`src/rtl/receiver_uart.sv`:
```
// receiver_uart
// UART character receiver with a packet parser on top. Characters are
// assembled into packets of the form: cmd, len, len data bytes, checksum.
// Data bytes go out through a RAM-style write port; a complete packet
// pulses rx_done with the command and length latched.
//
// Ports:
//   clk      in   system clock, rising edge
//   reset    in   asynchronous active-low reset
//   rxd      in   serial line, idle high, asynchronous to clk
//   rx_done  out  one-cycle strobe when a packet completes
//   cmd_rx   out  command byte of the last completed packet
//   len_rx   out  length byte of the last completed packet
//   wr_data  out  data byte being written (holds until next write)
//   wr_addr  out  write address = data byte index (holds until next write)
//   wr_clock out  clk forwarded for the write port
//   we       out  write enable, one cycle per stored data byte
//
// Build option: define RECEIVER_UART_CHECKSUM_EN to compare the checksum
// byte against ~(cmd + len + data); when undefined the checksum byte is
// consumed without comparison.
module receiver_uart #(
    parameter int    CLOCK     = 10_000_000,
    parameter int    BAUD      = 1_000_000,
    parameter string PARITY    = "NO",
    parameter string FIRST_BIT = "LSB",
    parameter int    NUMBER    = 8,
    parameter int    TIMEOUT   = 2,
    localparam int   AW        = (NUMBER <= 2) ? 1 : $clog2(NUMBER)
) (
    input  logic          clk,
    input  logic          reset,
    input  logic          rxd,
    output logic          rx_done,
    output logic [7:0]    cmd_rx,
    output logic [7:0]    len_rx,
    output logic [7:0]    wr_data,
    output logic [AW-1:0] wr_addr,
    output logic          wr_clock,
    output logic          we
);

    localparam int FACTOR    = CLOCK / BAUD;
    localparam int HALF      = FACTOR / 2;
    localparam bit HAS_PAR   = (PARITY != "NO");
    localparam bit ODD_PAR   = (PARITY == "ODD");
    localparam bit MSB_FIRST = (FIRST_BIT == "MSB");
    localparam int CHAR_BITS = HAS_PAR ? 11 : 10;
    localparam int LIMIT     = TIMEOUT * CHAR_BITS * FACTOR;
    localparam int CW        = $clog2(FACTOR);
    localparam int TW        = $clog2(LIMIT + 1);

`ifdef RECEIVER_UART_CHECKSUM_EN
    localparam bit CHECK_EN = 1'b1;
`else
    localparam bit CHECK_EN = 1'b0;
`endif

    typedef enum logic [2:0] {RX_IDLE, RX_START, RX_BITS, RX_PARITY, RX_STOP} rx_state_t;
    typedef enum logic [1:0] {PS_CMD, PS_LEN, PS_DATA, PS_SUM} ps_state_t;

    rx_state_t     r_rx_state;
    ps_state_t     r_ps;
    logic          r_rxd_s1, r_rxd_s2, r_rxd_d;
    logic [CW-1:0] r_cnt;
    logic [2:0]    r_bit;
    logic [7:0]    r_shift;
    logic          r_par_ok;

    logic [7:0]    r_cmd, r_len, r_sum, r_idx;
    logic [TW-1:0] r_idle;
    logic          r_rx_done, r_we;
    logic [7:0]    r_cmd_rx, r_len_rx, r_wr_data;
    logic [AW-1:0] r_wr_addr;

    logic       w_fall, w_tick, w_stop, w_char_ok, w_char_err, w_tmo, w_sum_ok, w_par_exp;
    logic [7:0] w_shift_nxt;

    assign w_fall      = r_rxd_d & ~r_rxd_s2;
    assign w_tick      = (r_cnt == CW'(FACTOR - 1));
    assign w_stop      = (r_rx_state == RX_STOP) && w_tick;
    assign w_char_ok   = w_stop && r_rxd_s2 && r_par_ok;
    assign w_char_err  = w_stop && !(r_rxd_s2 && r_par_ok);
    assign w_par_exp   = ODD_PAR ? ~^r_shift : ^r_shift;
    assign w_shift_nxt = MSB_FIRST ? {r_shift[6:0], r_rxd_s2} : {r_rxd_s2, r_shift[7:1]};
    assign w_sum_ok    = !CHECK_EN || (r_shift == ~r_sum);
    // A start edge landing exactly on the limit wins over the timeout.
    assign w_tmo       = (r_ps != PS_CMD) && (r_rx_state == RX_IDLE) && !w_fall &&
                         (r_idle >= TW'(LIMIT));

    // Character receiver: synchronizer, start qualification, bit sampling.
    always_ff @(posedge clk or negedge reset) begin
        if (!reset) begin
            r_rxd_s1   <= 1'b1;
            r_rxd_s2   <= 1'b1;
            r_rxd_d    <= 1'b1;
            r_rx_state <= RX_IDLE;
            r_cnt      <= '0;
            r_bit      <= '0;
            r_shift    <= '0;
            r_par_ok   <= 1'b1;
        end else begin
            r_rxd_s1 <= rxd;
            r_rxd_s2 <= r_rxd_s1;
            r_rxd_d  <= r_rxd_s2;
            case (r_rx_state)
                RX_IDLE: begin
                    if (w_fall) begin
                        r_cnt      <= '0;
                        r_par_ok   <= 1'b1;
                        r_rx_state <= RX_START;
                    end
                end
                RX_START: begin
                    if (r_cnt == CW'(HALF - 1)) begin
                        r_cnt      <= '0;
                        r_bit      <= '0;
                        r_rx_state <= r_rxd_s2 ? RX_IDLE : RX_BITS;
                    end else begin
                        r_cnt <= r_cnt + CW'(1);
                    end
                end
                RX_BITS: begin
                    if (w_tick) begin
                        r_cnt   <= '0;
                        r_shift <= w_shift_nxt;
                        r_bit   <= r_bit + 3'd1;
                        if (r_bit == 3'd7)
                            r_rx_state <= HAS_PAR ? RX_PARITY : RX_STOP;
                    end else begin
                        r_cnt <= r_cnt + CW'(1);
                    end
                end
                RX_PARITY: begin
                    if (w_tick) begin
                        r_cnt      <= '0;
                        r_par_ok   <= (r_rxd_s2 == w_par_exp);
                        r_rx_state <= RX_STOP;
                    end else begin
                        r_cnt <= r_cnt + CW'(1);
                    end
                end
                RX_STOP: begin
                    if (w_tick) begin
                        r_cnt      <= '0;
                        r_rx_state <= RX_IDLE;
                    end else begin
                        r_cnt <= r_cnt + CW'(1);
                    end
                end
                default: r_rx_state <= RX_IDLE;
            endcase
        end
    end

    // Packet parser: acts on the character-complete pulse at the stop sample,
    // so its registered outputs appear in the following cycle.
    always_ff @(posedge clk or negedge reset) begin
        if (!reset) begin
            r_ps      <= PS_CMD;
            r_cmd     <= '0;
            r_len     <= '0;
            r_sum     <= '0;
            r_idx     <= '0;
            r_idle    <= '0;
            r_rx_done <= 1'b0;
            r_we      <= 1'b0;
            r_cmd_rx  <= '0;
            r_len_rx  <= '0;
            r_wr_data <= '0;
            r_wr_addr <= '0;
        end else begin
            r_rx_done <= 1'b0;
            r_we      <= 1'b0;
            // Idle time counts only while the line is between characters.
            if (w_stop)
                r_idle <= '0;
            else if (r_rx_state == RX_IDLE && r_idle < TW'(LIMIT))
                r_idle <= r_idle + TW'(1);

            if (w_char_err || w_tmo) begin
                r_ps <= PS_CMD;
            end else if (w_char_ok) begin
                case (r_ps)
                    PS_CMD: begin
                        r_cmd <= r_shift;
                        r_sum <= r_shift;
                        r_ps  <= PS_LEN;
                    end
                    PS_LEN: begin
                        r_len <= r_shift;
                        r_sum <= r_sum + r_shift;
                        r_idx <= '0;
                        r_ps  <= (r_shift == 8'd0) ? PS_SUM : PS_DATA;
                    end
                    PS_DATA: begin
                        r_sum <= r_sum + r_shift;
                        // Bytes beyond the buffer still count toward the checksum.
                        if ({1'b0, r_idx} < 9'(NUMBER)) begin
                            r_we      <= 1'b1;
                            r_wr_addr <= r_idx[AW-1:0];
                            r_wr_data <= r_shift;
                        end
                        r_idx <= r_idx + 8'd1;
                        if (r_idx == r_len - 8'd1)
                            r_ps <= PS_SUM;
                    end
                    PS_SUM: begin
                        if (w_sum_ok) begin
                            r_cmd_rx  <= r_cmd;
                            r_len_rx  <= r_len;
                            r_rx_done <= 1'b1;
                        end
                        r_ps <= PS_CMD;
                    end
                    default: r_ps <= PS_CMD;
                endcase
            end
        end
    end

    assign rx_done  = r_rx_done;
    assign cmd_rx   = r_cmd_rx;
    assign len_rx   = r_len_rx;
    assign wr_data  = r_wr_data;
    assign wr_addr  = r_wr_addr;
    assign we       = r_we;
    assign wr_clock = clk;

endmodule

```
`config.mk`:
```
export PLATFORM = sky130hd
export DESIGN_NAME = receiver_uart
export DESIGN_NICKNAME = d
export VERILOG_FILES = /design/src/rtl/receiver_uart.sv
export SDC_FILE = /design/constraint.sdc
export NUM_CORES = 1
export LEC_CHECK = 0
export BUFFER_PORTS_ARGS = -buffer_cell sky130_fd_sc_hd__buf_2
export CORE_ASPECT_RATIO = 2
export CORE_MARGIN = 8
export CORE_UTILIZATION = 45
export DETAILED_ROUTE_END_ITERATION = 6
export PLACE_DENSITY = 0.61
export SKIP_CTS_REPAIR_TIMING = 1
export SKIP_LAST_GASP = 1
export SLEW_MARGIN = 15
export SYNTH_ARGS = -nofsm -noshare
export SYNTH_HDL_FRONTEND = slang
export SYNTH_SLANG_ARGS = --single-unit
export TNS_END_PERCENT = 1
```
`constraint.sdc`:
```
create_clock -name clk -period 3.06 [get_ports clk]
set_input_delay 0.918 -clock clk [delete_from_list [all_inputs] [get_ports clk]]
set_output_delay 0.918 -clock clk [all_outputs]
set_load 0.02 [all_outputs]
```
==> metrics, run 1 <==
Ant. Diodes 0; clock transition at the registers of the reported paths about 0.070 ns; area fraction in compound gates after synthesis 0.120; worst setup path startpoint clk; RD Place Congestion about 0.8; total number of vias 2,868; largest family of logic cells by synthesized area simple AND/OR/NAND/NOR gates; number of buffer cells added on primary ports 32; post-synthesis cell area 0.00408 mm²; kind of end point of the critical path output port; area of the die 0.0126 mm²; Clock Skews 0.00629 ns; number of distinct library cells after synthesis slightly above 60; share of flip-flops with an asynchronous set or reset 1.00; total congestion overflow after global routing 0; proportion of power drawn by the clock network 0.410; Internal Dissipation approximately 0.0022 W; wire length per cell 16.5 µm; I/O pins 33; largest voltage drop on the vdd net roughly 0.52 mV; critical path class clk -> out; Routed Antenna Nets 0; post-detailed-route DRC marker count 0; share of power burned in registers 0.423; CP arrival 1.92 ns; fraction of synthesized area in multiplexers 0.0770; placed cell count approximately 500; combinational power share 0.167; area fraction in and, or, nand and nor cells after synthesis 0.150; wire length of the first global-routing pass 14,600 µm; worst slew margin relative to its limit 0.494; number of maximum-capacitance constraint violations 0; Chip Height 151 µm; total routed wirelength roughly 8600 µm; setup violation total in the final timing report 0; switching power share of the total 0.308; Max Transition Viols Final 0; adder-cell area share of the yosys netlist 0.0521; die extent in x between 80 and 90 µm; Area Overhead vs Synth 16.2%; Pre-Repair DR Iteration Count 4; final sum of negative setup slack 0 ns; Worst Hold Class reg -> reg; syn_nets 396; fraction of layout cells with a size suffix above 1 0.240; FF-to-FF Start r_rx_state[2]; XOR/XNOR Fraction of Synth Area 0.0429; Leak 2.30 nW; largest net degree at the start of global routing 56; Avg Inst Size Synth 10.9 µm²; sum of net half-perimeters after detailed placement 6290 µm; Power, Total 0.00319 W; non-filler cells in the finished layout 523; Via density 5.48; portion of the post-synthesis area used by sequential elements 0.523; total power divided by cell area 673 mW/mm²; post-layout net count 436; initial antenna violation count 0; total number of yosys warnings 0; final-layout worst hold slack 0.359 ns; synthesized instance count 376; count of routing violations after the opening detailed-route iteration 135; hold path startpoint r_rxd_s1; core area 0.00889 mm²; CP Launch Type clock port; required time at the endpoint of the critical path 2.14 ns; unrepaired setup endpoints after global routing false; fillcell total ~790; EDFF count, synth 0; switching power 0.000983 W; most used flip-flop cell after synthesis dfrtp_1; worst skew pair latency 0.45 ns; area used by multi-input combinational logic ~0.0018 mm²; slew at the pin closest to its max-slew limit 0.751 ns; CTS tree yes; maximum fanout count along the critical path 2; Seq. cell area 0.00213 mm²; run status completed; vias in the first global route 2,990; Starting Density 0.459; total global-route track usage 0.145; site row count 49; Yosys reg bits between 80 and 90; final hold violation count 0
per-layer routing:
| layer | part of all wire | global-route usage |
|---|---|---|
| met3 | 0.037 | 0.0363 |
| met2 | 0.54 | 0.257 |
| met1 | 0.39 | 0.148 |
| met4 | 0.036 | 0.0965 |
| met5 | 0 | 0 |
metrics by stage:
stage          setup slack, ns  utilization  area (µm²)
2_1_floorplan            0.478            -        4080
3_3_place_gp             0.477        0.491        4360
3_5_place_dp             0.477        0.491        4360
4_1_cts                  0.212        0.533        4740
5_1_grt                  0.211        0.533        4740
6_report                 0.219        0.533        4740
cell type report:
type	instances	area share
clock inverter	7	0.0161
inverter	22	0.0174
timing repair buffer	37	0.0454
tap	102	0.0269
clock buffer	13	0.0644
multi-input combinational	257	0.380
sequential	85	0.450
state kept, by name, indices dropped and copies added (netlist names), 2 cells and up:
| name | cells |
|---|---|
| cmd_rx | 8 |
| len_rx | 8 |
| r_cmd | 8 |
| r_idle | 8 |
| r_idx | 8 |
| r_len | 8 |
| r_shift | 8 |
| wr_data | 8 |
| r_cnt | 4 |
| r_bit | 3 |
| r_rx_state | 3 |
| wr_addr | 3 |
| r_ps | 2 |
synth_stat cells (all sizes together), types with 5 or more instances:
| cell | number | area, µm² |
|---|---|---|
| a21oi | 6 | 30.0 |
| a22o | 6 | 52.6 |
| buf | 5 | 38.8 |
| clkbuf | 7 | 26.3 |
| dfrtp | 81 | 2030 |
| ha | 17 | 213 |
| inv | 22 | 82.6 |
| mux2 | 27 | 304 |
| nand2 | 46 | 175 |
| nand2b | 5 | 31.3 |
| nand3 | 9 | 45.0 |
| nor2 | 22 | 90.1 |
| nor3 | 7 | 51.3 |
| o21ai | 37 | 185 |
| xnor2 | 14 | 123 |
| xor2 | 6 | 52.6 |
worst max-delay path: stages:
cell and delay (ns):
clkbuf_16 0.12, clkbuf_16 0.13, buf_2 0.15
power by group through the flow:
stage           Clock, W  Combinational [W]  Sequential [W]
2_1_floorplan  0.0000382           0.000419         0.00131
3_3_place_gp   0.0000305           0.000517         0.00136
3_5_place_dp   0.0000305           0.000533         0.00137
4_1_cts          0.00134           0.000538         0.00135
5_1_grt          0.00138           0.000600         0.00137
6_report         0.00131           0.000533         0.00135
cell families (layout without fill, tap and decap cells):
family	Yosys count	count (layout)
and+or+nand+nor	116	116
muxes	28	28
adders and majority gates	17	17
DFF	85	85
AOI/OAI and AO/OA	76	76
buffers and inverters	34	79
xor gates and xnor gates	20	20
worst paths after layout:
kind | end | slack, ns | depth (start not counted)
max reg2reg | wr_data[1] | 0.71 | 5
max in group asynchronous | r_rxd_d | 1.96 | 2
min in group asynchronous | r_idx[5] | 0.40 | 1
min | r_rxd_s2 | 0.36 | 0
min reg2reg | r_rxd_s2 | 0.36 | 0
max | wr_clock | 0.22 | 3
placed cells by master, fill, tap and decap left out, types with 9 or more instances in the layout:
cell type / Yosys / layout
nand3_1: 9 / 9
ha_1: 17 / 17
clkbuf_16: 0 / 12
nor2_1: 21 / 21
nand2_1: 45 / 45
buf_2: 1 / 31
dfrtp_1: 81 / 81
xnor2_1: 14 / 14
inv_1: 22 / 22
mux2_2: 27 / 27
o21ai_0: 36 / 36
No activity file was read; power rests on OpenSTA's default activity.
==> run 2, diff against run 1 <==
- CORE_MARGIN: 8 -> 2
- TNS_END_PERCENT: 1 -> unset
==> metrics, run 2 (synthesis results as in run 1) <==
initial antenna violation count 0 (unchanged); count of routing violations after the opening detailed-route iteration 187 (+39%); site row count 49 (unchanged); required time at the endpoint of the critical path 2.14 ns (about the same); Seq. cell area 0.00213 mm² (unchanged); Worst Hold Class reg -> reg; proportion of power drawn by the clock network 0.396 (-0.014); number of buffer cells added on primary ports 32 (unchanged); vias in the first global route 2,949 (-1.4%); total power divided by cell area 663 mW/mm² (-1.4%); post-detailed-placement cell area 0.00436 mm² (unchanged); core area 0.00889 mm² (unchanged); leading cell type in the layout, fill and taps excluded dfrtp_1; final sum of negative setup slack 0 ns (unchanged); Routed Antenna Nets 0 (unchanged); Clock Skews 0.00999 ns (+0.00369 ns); Finished Core Util 0.530 (-0.00324); total global-route track usage 0.190 (+0.0449); run status completed; Leak 2.29 nW (-0.72%); unrepaired setup endpoints after global routing false; worst slew margin relative to its limit 0.555 (+0.0609); commonest cells after routing, fill and taps aside 81 x dfrtp_1, 45 x nand2_1, 36 x o21ai_0; setup violation total in the final timing report 0 (unchanged); I/O pins 33 (unchanged); summed area of non-filler cells in the final layout 0.00471 mm² (-0.61%); total routed wirelength 8450 µm (-2.1%); total number of vias 2,897 (+1.0%); combinational power share 0.172 (+0.005); area used by multi-input combinational logic 0.00180 mm² (unchanged); post-layout net count 436 (unchanged); Internal Dissipation 0.00218 W (-1.2%); number of maximum-capacitance constraint violations 0 (unchanged); Power, Total 0.00312 W (-2.0%); worst skew pair latency 0.46 ns (about the same); switching power 0.000945 W (-3.9%); largest net degree at the start of global routing 37 (-34%); wire length per cell 16.2 µm (-1.9%); fraction of layout cells with a size suffix above 1 0.238 (-0.00181); RD Place Congestion 0.784 (-2.1%); Pre-Repair DR Iteration Count 7 (+3); wire length of the first global-routing pass 14,500 µm (-0.90%); CP arrival 1.92 ns (about the same); Via density 5.55 (+1.2%); Chip Height 139 µm (-8.0%); Area Overhead vs Synth 15.5%; share of power burned in registers 0.432 (+0.009); sum of net half-perimeters after detailed placement 6250 µm (-0.65%); Max Transition Viols Final 0 (unchanged); critical path class clk -> out; CTS tree yes; post-detailed-route DRC marker count 0 (unchanged); final hold violation count 0 (unchanged); CP Launch Type clock port; maximum fanout count along the critical path 2 (unchanged); clock transition at the registers of the reported paths 0.06 ns (about the same); kind of end point of the critical path output port; total congestion overflow after global routing 0 (unchanged); switching power share of the total 0.302 (-0.00592); largest voltage drop on the vdd net 0.425 mV (-19%); slew at the pin closest to its max-slew limit 0.661 ns (-0.0904 ns); area of the die 0.00989 mm² (-21%); Ant. Diodes 0 (unchanged); fillcell total 782 (-1.1%); Starting Density 0.459 (unchanged); die extent in x 71.3 µm (-14%)
-- run 2: cell type report --
type / count / area share
repair buffers: 37 / 0.0457
multi-input cells: 257 / 0.382
clock buffers: 13 / 0.0648
well taps: 102 / 0.0271
inverters: 22 / 0.0175
clock inverters: 6 / 0.0101
flip-flops and latches: 85 / 0.453
-- run 2: power groups by stage --
| stage | clock network, W | registers (W) | logic, W |
|---|---|---|---|
| final | 0.00124 | 0.00135 | 0.000538 |
| after floorplan | 0.0000382 | 0.00131 | 0.000419 |
| after CTS | 0.00127 | 0.00135 | 0.000544 |
| after global placement | 0.0000305 | 0.00136 | 0.000525 |
| after detailed placement | 0.0000305 | 0.00137 | 0.000540 |
| after global routing | 0.00132 | 0.00137 | 0.000605 |
-- run 2: per-stage QoR --
| step | cells | hold slack, ns | setup WS (ns) |
|---|---|---|---|
| detailed placement | 504 | 0.347 | 0.477 |
| finish | 522 | 0.355 | 0.218 |
| floorplan | 376 | 0.345 | 0.478 |
| CTS | 522 | 0.356 | 0.214 |
| global route | 522 | 0.365 | 0.209 |
| global placement | 504 | 0.346 | 0.477 |
-- run 2: per-layer routing --
metal  wire (µm)  track usage
met1        3190        0.206
met2        4690        0.328
met3         251       0.0400
met4         318        0.118
met5           0            0
-- run 2: worst max-delay path: stages --
cell and delay, ns:
clkbuf_16 0.12, clkbuf_16 0.13, buf_2 0.15
-- run 2: worst paths after layout --
kind | start | endpoint | slack, ns | cells after the start
hold / removal | r_rxd_s1 | r_rxd_s2 | 0.36 | 0
hold reg to reg | r_rxd_s1 | r_rxd_s2 | 0.36 | 0
setup reg to reg | r_rx_state[2] | wr_data[5] | 0.57 | 5
setup / recovery | clk | wr_clock | 0.22 | 3
max in group asynchronous | reset | r_cnt[1] | 2.02 | 2
min in group asynchronous | reset | r_idx[3] | 0.42 | 1
==> run 3, diff against run 2 <==
- BUFFER_PORTS_ARGS: -buffer_cell sky130_fd_sc_hd__buf_2 -> -buffer_cell sky130_fd_sc_hd__buf_4
- clock period: 3.06 -> 3.7 ns (I/O delays scaled with it)
==> metrics, run 3 (synthesis results as in run 1) <==
setup violation total in the final timing report 0 (unchanged); run status completed; total routed wirelength 8490 µm (+0.47%); initial antenna violation count 0 (unchanged); fraction of layout cells with a size suffix above 1 0.234 (-0.00365); unrepaired setup endpoints after global routing false; Pre-Repair DR Iteration Count 4 (-3); worst setup path startpoint clk; commonest cells after routing, fill and taps aside 81 x dfrtp_1, 45 x nand2_1, 36 x o21ai_0; total number of vias 2,832 (-2.2%); Critical R2R Capture wr_data[3]; I/O pins 33 (unchanged); site row count 49 (unchanged); maximum fanout count along the critical path 2 (unchanged); kind of end point of the critical path output port; number of maximum-capacitance constraint violations 0 (unchanged); total power divided by cell area 551 mW/mm² (-17%); CP Launch Type clock port; sum of net half-perimeters after detailed placement 6130 µm (-1.9%); number of buffer cells added on primary ports 32 (unchanged); worst slack after detailed placement 0.606 ns (+0.129 ns); required time at the endpoint of the critical path 2.59 ns (+0.45 ns); hold path startpoint r_rxd_s1; largest voltage drop on the vdd net 0.430 mV (+1.2%); Chip Height 139 µm (unchanged); RD Place Congestion 0.803 (+2.4%); length in cells of the worst reg-to-reg path 4 (-1); total global-route track usage 0.190 (-0.000362); post-detailed-placement cell area 0.00441 mm² (+0.98%); Leak 2.28 nW (-0.34%); Starting Density 0.459 (unchanged); post-layout net count 433 (-0.69%); core area 0.00889 mm² (unchanged); Finished Core Util 0.538 (+0.00774); Min-Delay Endpoint r_rxd_s2; final sum of negative setup slack 0 ns (unchanged); clock transition at the registers of the reported paths 0.07 ns (about the same); vias in the first global route 2,959 (+0.34%); final worst setup slack 0.349 ns (+0.131 ns); Min-Delay Path Depth 0 (unchanged); Clock Skews 0.0116 ns (+0.00158 ns); count of routing violations after the opening detailed-route iteration 142 (-24%); Routed Antenna Nets 0 (unchanged); FF-to-FF Start r_rx_state[2]; Reg2Reg Setup Slack 0.96 ns (+0.39 ns); Worst Hold Class reg -> reg; wire length per cell 16.3 µm (+0.86%); Max Transition Viols Final 0 (unchanged); worst slew margin relative to its limit 0.354 (-0.201); Via density 5.45 (-1.9%); post-detailed-route DRC marker count 0 (unchanged); leading cell type in the layout, fill and taps excluded dfrtp_1; total congestion overflow after global routing 0 (unchanged); CTS tree yes; die extent in x 71.3 µm (unchanged); wire length of the first global-routing pass 14,500 µm (+0.14%); summed area of non-filler cells in the final layout 0.00478 mm² (+1.5%); critical path class clk -> out; final hold violation count 0 (unchanged); Ant. Diodes 0 (unchanged); worst skew pair latency 0.46 ns (about the same); largest net degree at the start of global routing 48 (+30%); slew at the pin closest to its max-slew limit 0.964 ns (+0.303 ns); Area Overhead vs Synth 17.1%; final-layout worst hold slack 0.356 ns (+0.00142 ns); CP arrival 2.24 ns (+0.32 ns); area of the die 0.00989 mm² (unchanged)
run 3: stage by stage:
stage,power (W),instances
2_1_floorplan,0.00146,376
4_1_cts,0.00266,520
3_3_place_gp,0.00157,501
6_report,0.00263,520
3_5_place_dp,0.00160,501
5_1_grt,0.00278,520
run 3: where the power goes:
group          internal (W)  switching, W  total [W]
Clock              0.000630      0.000461    0.00109
Combinational      0.000181      0.000246   0.000427
Sequential          0.00101      0.000111    0.00112
run 3: worst max-delay path by stage:
stage | end | depth (start not counted) | slack [ns]
after CTS | wr_clock | 3 | 0.35
final | wr_clock | 3 | 0.35
after global routing | wr_clock | 3 | 0.34
after floorplan | wr_clock | 1 | 0.61
after global placement | wr_clock | 1 | 0.61
after detailed placement | wr_clock | 1 | 0.61
run 3: final cells by class:
type	count	area, µm²
inverter	22	82.6
sequential	85	2130
clock inverter	7	73.8
fill	768	4110
clock buffer	13	308
multi-input combinational	257	1800
tap	102	128
timing repair buffer	34	255
run 3: worst max-delay path, cell delays in order:
cell and delay, ns:
clkbuf_16 0.12, clkbuf_16 0.13, buf_4 0.14
run 3: per-layer routing:
layer / global-route usage / part of all wire / up-vias / wire (µm)
li1: - / - / 1383 / -
met1: 0.210 / 0.40 / 1398 / 3370
met2: 0.332 / 0.55 / 37 / 4690
met3: 0.0429 / 0.025 / 14 / 212
met4: 0.0963 / 0.025 / 0 / 210
met5: 0 / 0 / - / 0
